## config.mk

```make
export PLATFORM = sky130hd
export DESIGN_NAME = best_match_reg
export DESIGN_NICKNAME = d
export VERILOG_FILES = /design/src/rtl/best_match_pkg.sv /design/src/rtl/best_match_slot.sv /design/src/rtl/best_match_reg.sv
export SDC_FILE = /design/constraint.sdc
export NUM_CORES = 1
export LEC_CHECK = 0
export CAP_MARGIN = 10
export CORE_ASPECT_RATIO = 0.5
export CORE_MARGIN = 2
export CORE_UTILIZATION = 25
export CTS_CLUSTER_DIAMETER = 150
export CTS_CLUSTER_SIZE = 16
export DETAILED_ROUTE_END_ITERATION = 12
export PLACE_DENSITY_LB_ADDON = 0.1
export SLEW_MARGIN = 0
export SYNTH_ARGS = -nofsm -noshare
export SYNTH_HDL_FRONTEND = slang
export SYNTH_HIERARCHICAL = 1
export SYNTH_SLANG_ARGS = --single-unit
```

## constraint.sdc

```tcl
create_clock -name Clk -period 10.9 [get_ports Clk]
set_input_delay 2.18 -clock Clk [delete_from_list [all_inputs] [get_ports Clk]]
set_output_delay 2.18 -clock Clk [all_outputs]
set_load 0.005 [all_outputs]
```

## src/rtl/best_match_pkg.sv

```systemverilog
// Shared constants and entry layout for the lowest-cost candidate list.
package best_match_pkg;
  localparam int COORD_W_DEF = 16;
  localparam int COST_W_DEF  = 32;
  localparam int DEPTH_DEF   = 2;

  localparam logic [COST_W_DEF-1:0] COST_MAX = '1;

  typedef struct packed {
    logic                   valid;
    logic [COORD_W_DEF-1:0] x;
    logic [COORD_W_DEF-1:0] y;
    logic [COST_W_DEF-1:0]  cost;
  } entry_t;
endpackage

```

## src/rtl/best_match_slot.sv

```systemverilog
// One sorted-list position: compare, hold/shift/load mux, registered entry.
import best_match_pkg::*;

module best_match_slot #(
  parameter type ent_t = entry_t
) (
  input  logic clk,
  input  logic clr,
  input  logic acc,
  input  ent_t cand,
  input  ent_t prev,
  input  logic shift_in,
  output logic shift_out,
  output logic load,
  output ent_t ent
);

  logic here;

  // strict compare: equal cost lands after existing entries
  assign here      = !ent.valid || (cand.cost < ent.cost);
  assign load      = acc && here && !shift_in;
  assign shift_out = acc && (shift_in || here);

  always_ff @(posedge clk) begin
    if (clr) begin
      ent      <= '0;
      ent.cost <= '1;
    end else if (acc && shift_in) begin
      ent <= prev;
    end else if (load) begin
      ent <= cand;
    end
  end

endmodule

```

## src/rtl/best_match_reg.sv

```systemverilog
// Keeps the DEPTH lowest-cost candidates sorted, best at entry 0.
import best_match_pkg::*;

module best_match_reg #(
  parameter int COORD_W = COORD_W_DEF,
  parameter int COST_W  = COST_W_DEF,
  parameter int DEPTH   = DEPTH_DEF
) (
  input  logic               Clk,
  input  logic               Rst,
  input  logic               SetZeroes,
  input  logic               Freeze,
  input  logic               CandValid,
  input  logic [COORD_W-1:0] CandX,
  input  logic [COORD_W-1:0] CandY,
  input  logic [COST_W-1:0]  CandCost,
  input  logic [2:0]         RdIdx,
  output logic [COORD_W-1:0] v0,
  output logic [COORD_W-1:0] v1,
  output logic [COST_W-1:0]  BestCost,
  output logic [COORD_W-1:0] RdX,
  output logic [COORD_W-1:0] RdY,
  output logic [COST_W-1:0]  RdCost,
  output logic               RdValid,
  output logic [3:0]         Count,
  output logic               Updated
);

  typedef struct packed {
    logic               valid;
    logic [COORD_W-1:0] x;
    logic [COORD_W-1:0] y;
    logic [COST_W-1:0]  cost;
  } slot_t;

  slot_t            ents  [DEPTH];
  slot_t            prevs [DEPTH];
  slot_t            cand;
  logic [DEPTH:0]   sh;
  logic [DEPTH-1:0] ld;
  logic             clr;
  logic             acc;

  assign clr = Rst || SetZeroes;
  assign acc = CandValid && !Freeze && !clr;

  always_comb begin
    cand       = '0;
    cand.valid = 1'b1;
    cand.x     = CandX;
    cand.y     = CandY;
    cand.cost  = CandCost;
  end

  assign sh[0] = 1'b0;

  for (genvar i = 0; i < DEPTH; i++) begin : g_slot
    if (i == 0) begin : g_head
      assign prevs[i] = ents[0];
    end else begin : g_tail
      assign prevs[i] = ents[i-1];
    end

    best_match_slot #(.ent_t(slot_t)) u_slot (
      .clk      (Clk),
      .clr      (clr),
      .acc      (acc),
      .cand     (cand),
      .prev     (prevs[i]),
      .shift_in (sh[i]),
      .shift_out(sh[i+1]),
      .load     (ld[i]),
      .ent      (ents[i])
    );
  end

  always_ff @(posedge Clk) begin
    if (clr) begin
      Count   <= '0;
      Updated <= 1'b0;
    end else begin
      Updated <= ld[0];
      if (sh[DEPTH] && Count != 4'(DEPTH))
        Count <= Count + 4'd1;
    end
  end

  // cleared entry 0 already reads as 0/0/all-ones when empty
  assign v0       = ents[0].x;
  assign v1       = ents[0].y;
  assign BestCost = ents[0].cost;

  always_comb begin
    RdValid = 1'b0;
    RdX     = '0;
    RdY     = '0;
    RdCost  = '1;
    for (int i = 0; i < DEPTH; i++) begin
      if (RdIdx == 3'(i)) begin
        RdValid = ents[i].valid;
        RdX     = ents[i].x;
        RdY     = ents[i].y;
        RdCost  = ents[i].cost;
      end
    end
  end

endmodule

```

# Word level (Yosys, flattened, before mapping)
# Cells that the tools add are included.
dict set report totals {
  inputBits 72
  ff_bits 135
  wordCells 44
  out_inout_bits 134
}
dict set report op_classes {
  order_cmp 2
  n_addsub 1
  n_reduce_logical 19
  n_eq_ne 2
  muxes 10
}
# operator count
set op_table {}
lappend op_table {{two-way mux 65 bit} 2}
lappend op_table {{< comparator 32 bit} 2}
lappend op_table {{two-way mux 16 bit} 4}
lappend op_table {{two-way mux 32 bit} 2}
lappend op_table {{logical AND 1 bit} 8}
lappend op_table {{zero test 1 bit} 5}
lappend op_table {{adder 4 x 1 -> 4 bit (second input constant)} 1}
lappend op_table {{logical OR 1 bit} 4}
lappend op_table {{inequality test 4 x 2 -> 1 bit (second input constant)} 1}
lappend op_table {{equality test 3 x 1 -> 1 bit (second input constant)} 1}
lappend op_table {{zero test 3 bit} 1}
lappend op_table {{two-way mux 1 bit} 2}
lappend op_table {{nonzero test 2 bit} 1}

# Longest topological paths before layout
dict set report depth {
  word_depth 8
  ltp_mapped 17
  depth_no_buf 14
}

# Cells and area by module
# The synthesis kept the hierarchy.
# mod cells_each area_each_um2 instances
set by_module_without_submodules {}
lappend by_module_without_submodules {best_match_slot 493 4297.9 2}
lappend by_module_without_submodules {best_match_reg 114 932.1 1}

# Worst setup path before layout
# Ideal clock, no wire load.
dict set report synth_path {
  path_type {in2reg}
  start {input port SetZeroes}
  end {register Count[2]}
  path_buffers 5
  cell_stages 16
  path_slack_ns 5.327
  arrival_time_ns 5.503
  cell_sequence {or2_2 -> clkbuf_1 -> nor3b_1 -> o21a_1 -> buf_1 -> a31oi_4 -> inv_2 -> buf_6 -> o21a_1 -> buf_1 -> a31oi_4 -> inv_2 -> buf_6 -> nand2_1 -> a211o_1 -> a21oi_1}
}
dict set report synth_via {
  elab_chain_cells 7
}
# item line_no
set synth_rtl {}
lappend synth_rtl {{start, declared} best_match_reg.sv:11} ;# input logic SetZeroes,
lappend synth_rtl {{logical OR 1 bit} best_match_reg.sv:44} ;# assign clr = Rst || SetZeroes;
lappend synth_rtl {{named net clr} best_match_reg.sv:41} ;# logic clr;
lappend synth_rtl {{zero test 1 bit} best_match_reg.sv:45} ;# assign acc = CandValid && !Freeze && !clr;
lappend synth_rtl {{logical AND 1 bit} best_match_reg.sv:45}
lappend synth_rtl {{named net acc} best_match_reg.sv:42} ;# logic acc;
lappend synth_rtl {{logical AND 1 bit} best_match_slot.sv:23} ;# assign shift_out = acc && (shift_in || here);
lappend synth_rtl {{named net sh[1]} best_match_reg.sv:39} ;# logic [DEPTH:0] sh;
lappend synth_rtl {{logical OR 1 bit} best_match_slot.sv:23}
lappend synth_rtl {{logical AND 1 bit} best_match_slot.sv:23}
lappend synth_rtl {{named net sh[2]} best_match_reg.sv:39}
lappend synth_rtl {{logical AND 1 bit} best_match_reg.sv:83} ;# if (sh[DEPTH] && Count != 4'(DEPTH))
lappend synth_rtl {{end signal, assigned} best_match_reg.sv:84} ;# Count <= Count + 4'd1;
lappend synth_rtl {{end, declared} best_match_reg.sv:25} ;# output logic [3:0] Count,
# The timed path passes the listed nets, and every way through them passes these cells.
# A chain may end at the register's enable or synchronous reset.

# Worst setup path in the final report
dict set report layout_path {
  start {input port CandCost[30]}
  end {register g_slot[1].u_slot/ent[55] in the netlist's numbering}
}
dict set report layout_via {
  elab_chain_cells 6
}
# item line_no
set layout_rtl {}
lappend layout_rtl {{start, declared} best_match_reg.sv:16} ;# input logic [COST_W-1:0] CandCost,
lappend layout_rtl {{< comparator 32 bit (*)} best_match_slot.sv:21} ;# assign here = !ent.valid || (cand.cost < ent.cost);
lappend layout_rtl {{logical OR 1 bit (*)} best_match_slot.sv:21}
lappend layout_rtl {{logical AND 1 bit (*)} best_match_slot.sv:23}
lappend layout_rtl {{named net sh[1]} best_match_reg.sv:39}
lappend layout_rtl {{zero test 1 bit} best_match_slot.sv:22} ;# assign load = acc && here && !shift_in;
lappend layout_rtl {{logical AND 1 bit} best_match_slot.sv:22}
lappend layout_rtl {{nonzero test 2 bit (no source line)} n/a}
lappend layout_rtl {{end signal, assigned} best_match_slot.sv:30} ;# ent <= prev;
lappend layout_rtl {{end signal, assigned} best_match_slot.sv:32} ;# ent <= cand;
lappend layout_rtl {{end, declared} best_match_slot.sv:15} ;# output ent_t ent
# The timed path passes the listed nets; every way through them passes the cells marked *.

==> impl_results.md <==
* Gr usage total at between 15 and 20%
* Avg WL per Cell at 20.2 um
* Number of global-route vias before repair at 9,260
* Setup violations, final at 0
* Synthesized area at 9520 um^2
* Initial Utilization at 25.4%
* DP Area at 11,800 um^2
* FF-to-FF setup slack at 5.47 ns
* HP Class: reg2reg
* Reg2Reg Launch Point: g_slot[0].u_slot/ent[31]$_SDFFE_PP1P_
* FF-to-FF End: g_slot[1].u_slot/ent[55]$_SDFFE_PP0P_
* Status: complete, but fails checks
* Post-CTS sizing at 0
* Dpl cells at 1,703
* CTS Hold Bufs at 0
* Final std cells w/o fill at 1,735
* Net Sw Power at 0.000357 W
* Comb power frac at 13.7%
* Die area at 39,800 um^2
* Grt total ovfl at 0
* Initial antenna violation count at 0
* Max FO, Critical Path at 44
* Synth Area per Inst at 8.67 um^2
* Clk pwr share at 48.0%
* Leakage power total at 5.43 nW
* Slew headroom at -75.7%
* Final Core Density at between 30% and 40%
* Syn Inst Count at 1,099
* Endpoint type of the worst setup path: register
* Via density at 5.30
* Setup TNS at 0 ns
* Initial DRC Count at 578
* Die Ht at 142 um
* Boundary pin count at about 200
* First-pass iteration count of the detailed router at 5
* Clock skew after layout at 0.00815 ns
* Htree depth at 4
* Synth warnings at 6
* Worst Hold Path EP: Count[2]$_SDFFE_PP0P_
* Via count at ~9,000
* CTS buffer count at 17
* Cell row count at 50
* CTS Sinks at roughly 140
* Worst R2R Path Depth at 14
* Seq pwr share at 38.4%
* Die Wd at 280 um
* Nets at 1,364
* Routability Congestion at 0.770
* VDD IR max at 0.000102 V
* Clock Latency Late Sink at roughly 0.44 ns
* Port Buf Inserts at 205
* Final total power at 0.00135 W
* Crit path DAT at 7.57 ns
* Min Tclk post-route at 7.24 ns
* Failing checks: slew limit
* Max Freq at 138 MHz
* Post-CTS setup buffer count at 0
* Core area at 37,500 um^2
* Hold-critical path depth at 2
* Post-route ant nets at 0
* Clk slew on worst S/H paths at 0.06 ns
* Max clock buf depth at 2
* Hold path start: Count[2]$_SDFFE_PP0P_
* Final Hold Viols at 0
* Worst EP required at 11.23 ns
* Global-route wire length before repair at 55,200 um
* Layout area overhead at 30.8%
* Crit share post-route at ~66%
* Max Cap Viol at 0
* Worst Tran Pin Value at between 2 and 3 ns
* HPWL after DPL at between 20,000 and 25,000 um
* Switching share of power at 26.6%
* Internal power at around 0.001 W
* Root buf cell: clkbuf_16
* Pins Over Slew Limit at 65
* Finished Cell Area at about 12,000 um^2
* Startpoint types: input pin
* Crit Path Class: in2reg
* Largest net degree at the start of global routing at approximately 210
* CTS tree: done
* Power Dens Cells at ~110 nW/um^2
* DRC at 0
* Layout cells sized above 1 at under 10%
* RSZ-0062 raised after global routing: false
* Ant diodes at 0
* Routed WL at ~35,000 um
how the worst max path moves through the flow:
stage	cells past startpoint	startpoint	slack, ns	to
floorplan	16	SetZeroes	5.33	Count[2]$_SDFFE_PP0P_
global placement	14	CandCost[30]	3.31	g_slot[1].u_slot/ent[56]$_SDFFE_PP0P_
detailed placement	14	CandCost[30]	3.23	g_slot[1].u_slot/ent[51]$_SDFFE_PP0P_
CTS	14	CandCost[30]	3.69	g_slot[1].u_slot/ent[55]$_SDFFE_PP0P_
global route	14	CandCost[30]	3.27	g_slot[1].u_slot/ent[55]$_SDFFE_PP0P_
finish	14	CandCost[30]	3.66	g_slot[1].u_slot/ent[55]$_SDFFE_PP0P_
layer usage:
layer	vias to the layer above	GRT usage [%]	routed length, um
li1	4442	-	-
met1	4582	22.8	16400
met2	143	30.4	17300
met3	32	2.58	972
met4	0	5.26	480
met5	-	0	0
stage by stage:
stage | setup WS [ns] | hold slack (ns)
finish | 3.66 | 0.510
global route | 3.27 | 0.532
CTS | 3.69 | 0.512
detailed placement | 3.23 | 0.504
global placement | 3.31 | 0.487
floorplan | 5.33 | 0.485
flip-flops by register name (all words and copies together) (netlist names):
name and flops:
g_slot.u_slot/ent 130, Updated 1, Count 4
final cells by class:
type                    instances  area (um^2)
flip-flops and latches        135         2700
multi-input cells             777         6030
fillers                      3795        25000
clock inverters                 8          143
well taps                     494          618
repair buffers                222         2190
clock buffers                  24          492
inverters                      75          283
layout by cell type (no fill, tap or decap), drive strengths merged, types with 32 or more instances in the layout:
cell type / count
a211oi: 65
a22o: 33
a311oi: 130
and3: 65
clkdlybuf4s50: 205
dfxtp: 135
ha: 64
inv: 74
mux2i: 62
nand2: 83
nand3: 70
nor2: 75
o22a: 32
worst max-delay path, cell delays in order:
cell and delay, ns:
clkdlybuf4s50_1 0.51, ha_1 0.38, nand4_1 0.19, nor4_2 0.37, and3_1 0.22, a22oi_2 0.07, buf_4 0.29, a31oi_4 0.22
buf_4 0.52, clkinv_2 0.78, nand2_2 0.70, buf_4 0.62, nand2_1 0.11, a311oi_1 0.33
power by group through the flow:
stage | Combinational, W | Clock, W | Sequential [W]
2_1_floorplan | 0.000108 | 0 | 0.000523
3_3_place_gp | 0.000179 | 0 | 0.000527
3_5_place_dp | 0.000181 | 0 | 0.000527
4_1_cts | 0.000182 | 0.000664 | 0.000516
5_1_grt | 0.000201 | 0.000685 | 0.000517
6_report | 0.000184 | 0.000645 | 0.000516
No activity file was read; power rests on OpenSTA's default activity.
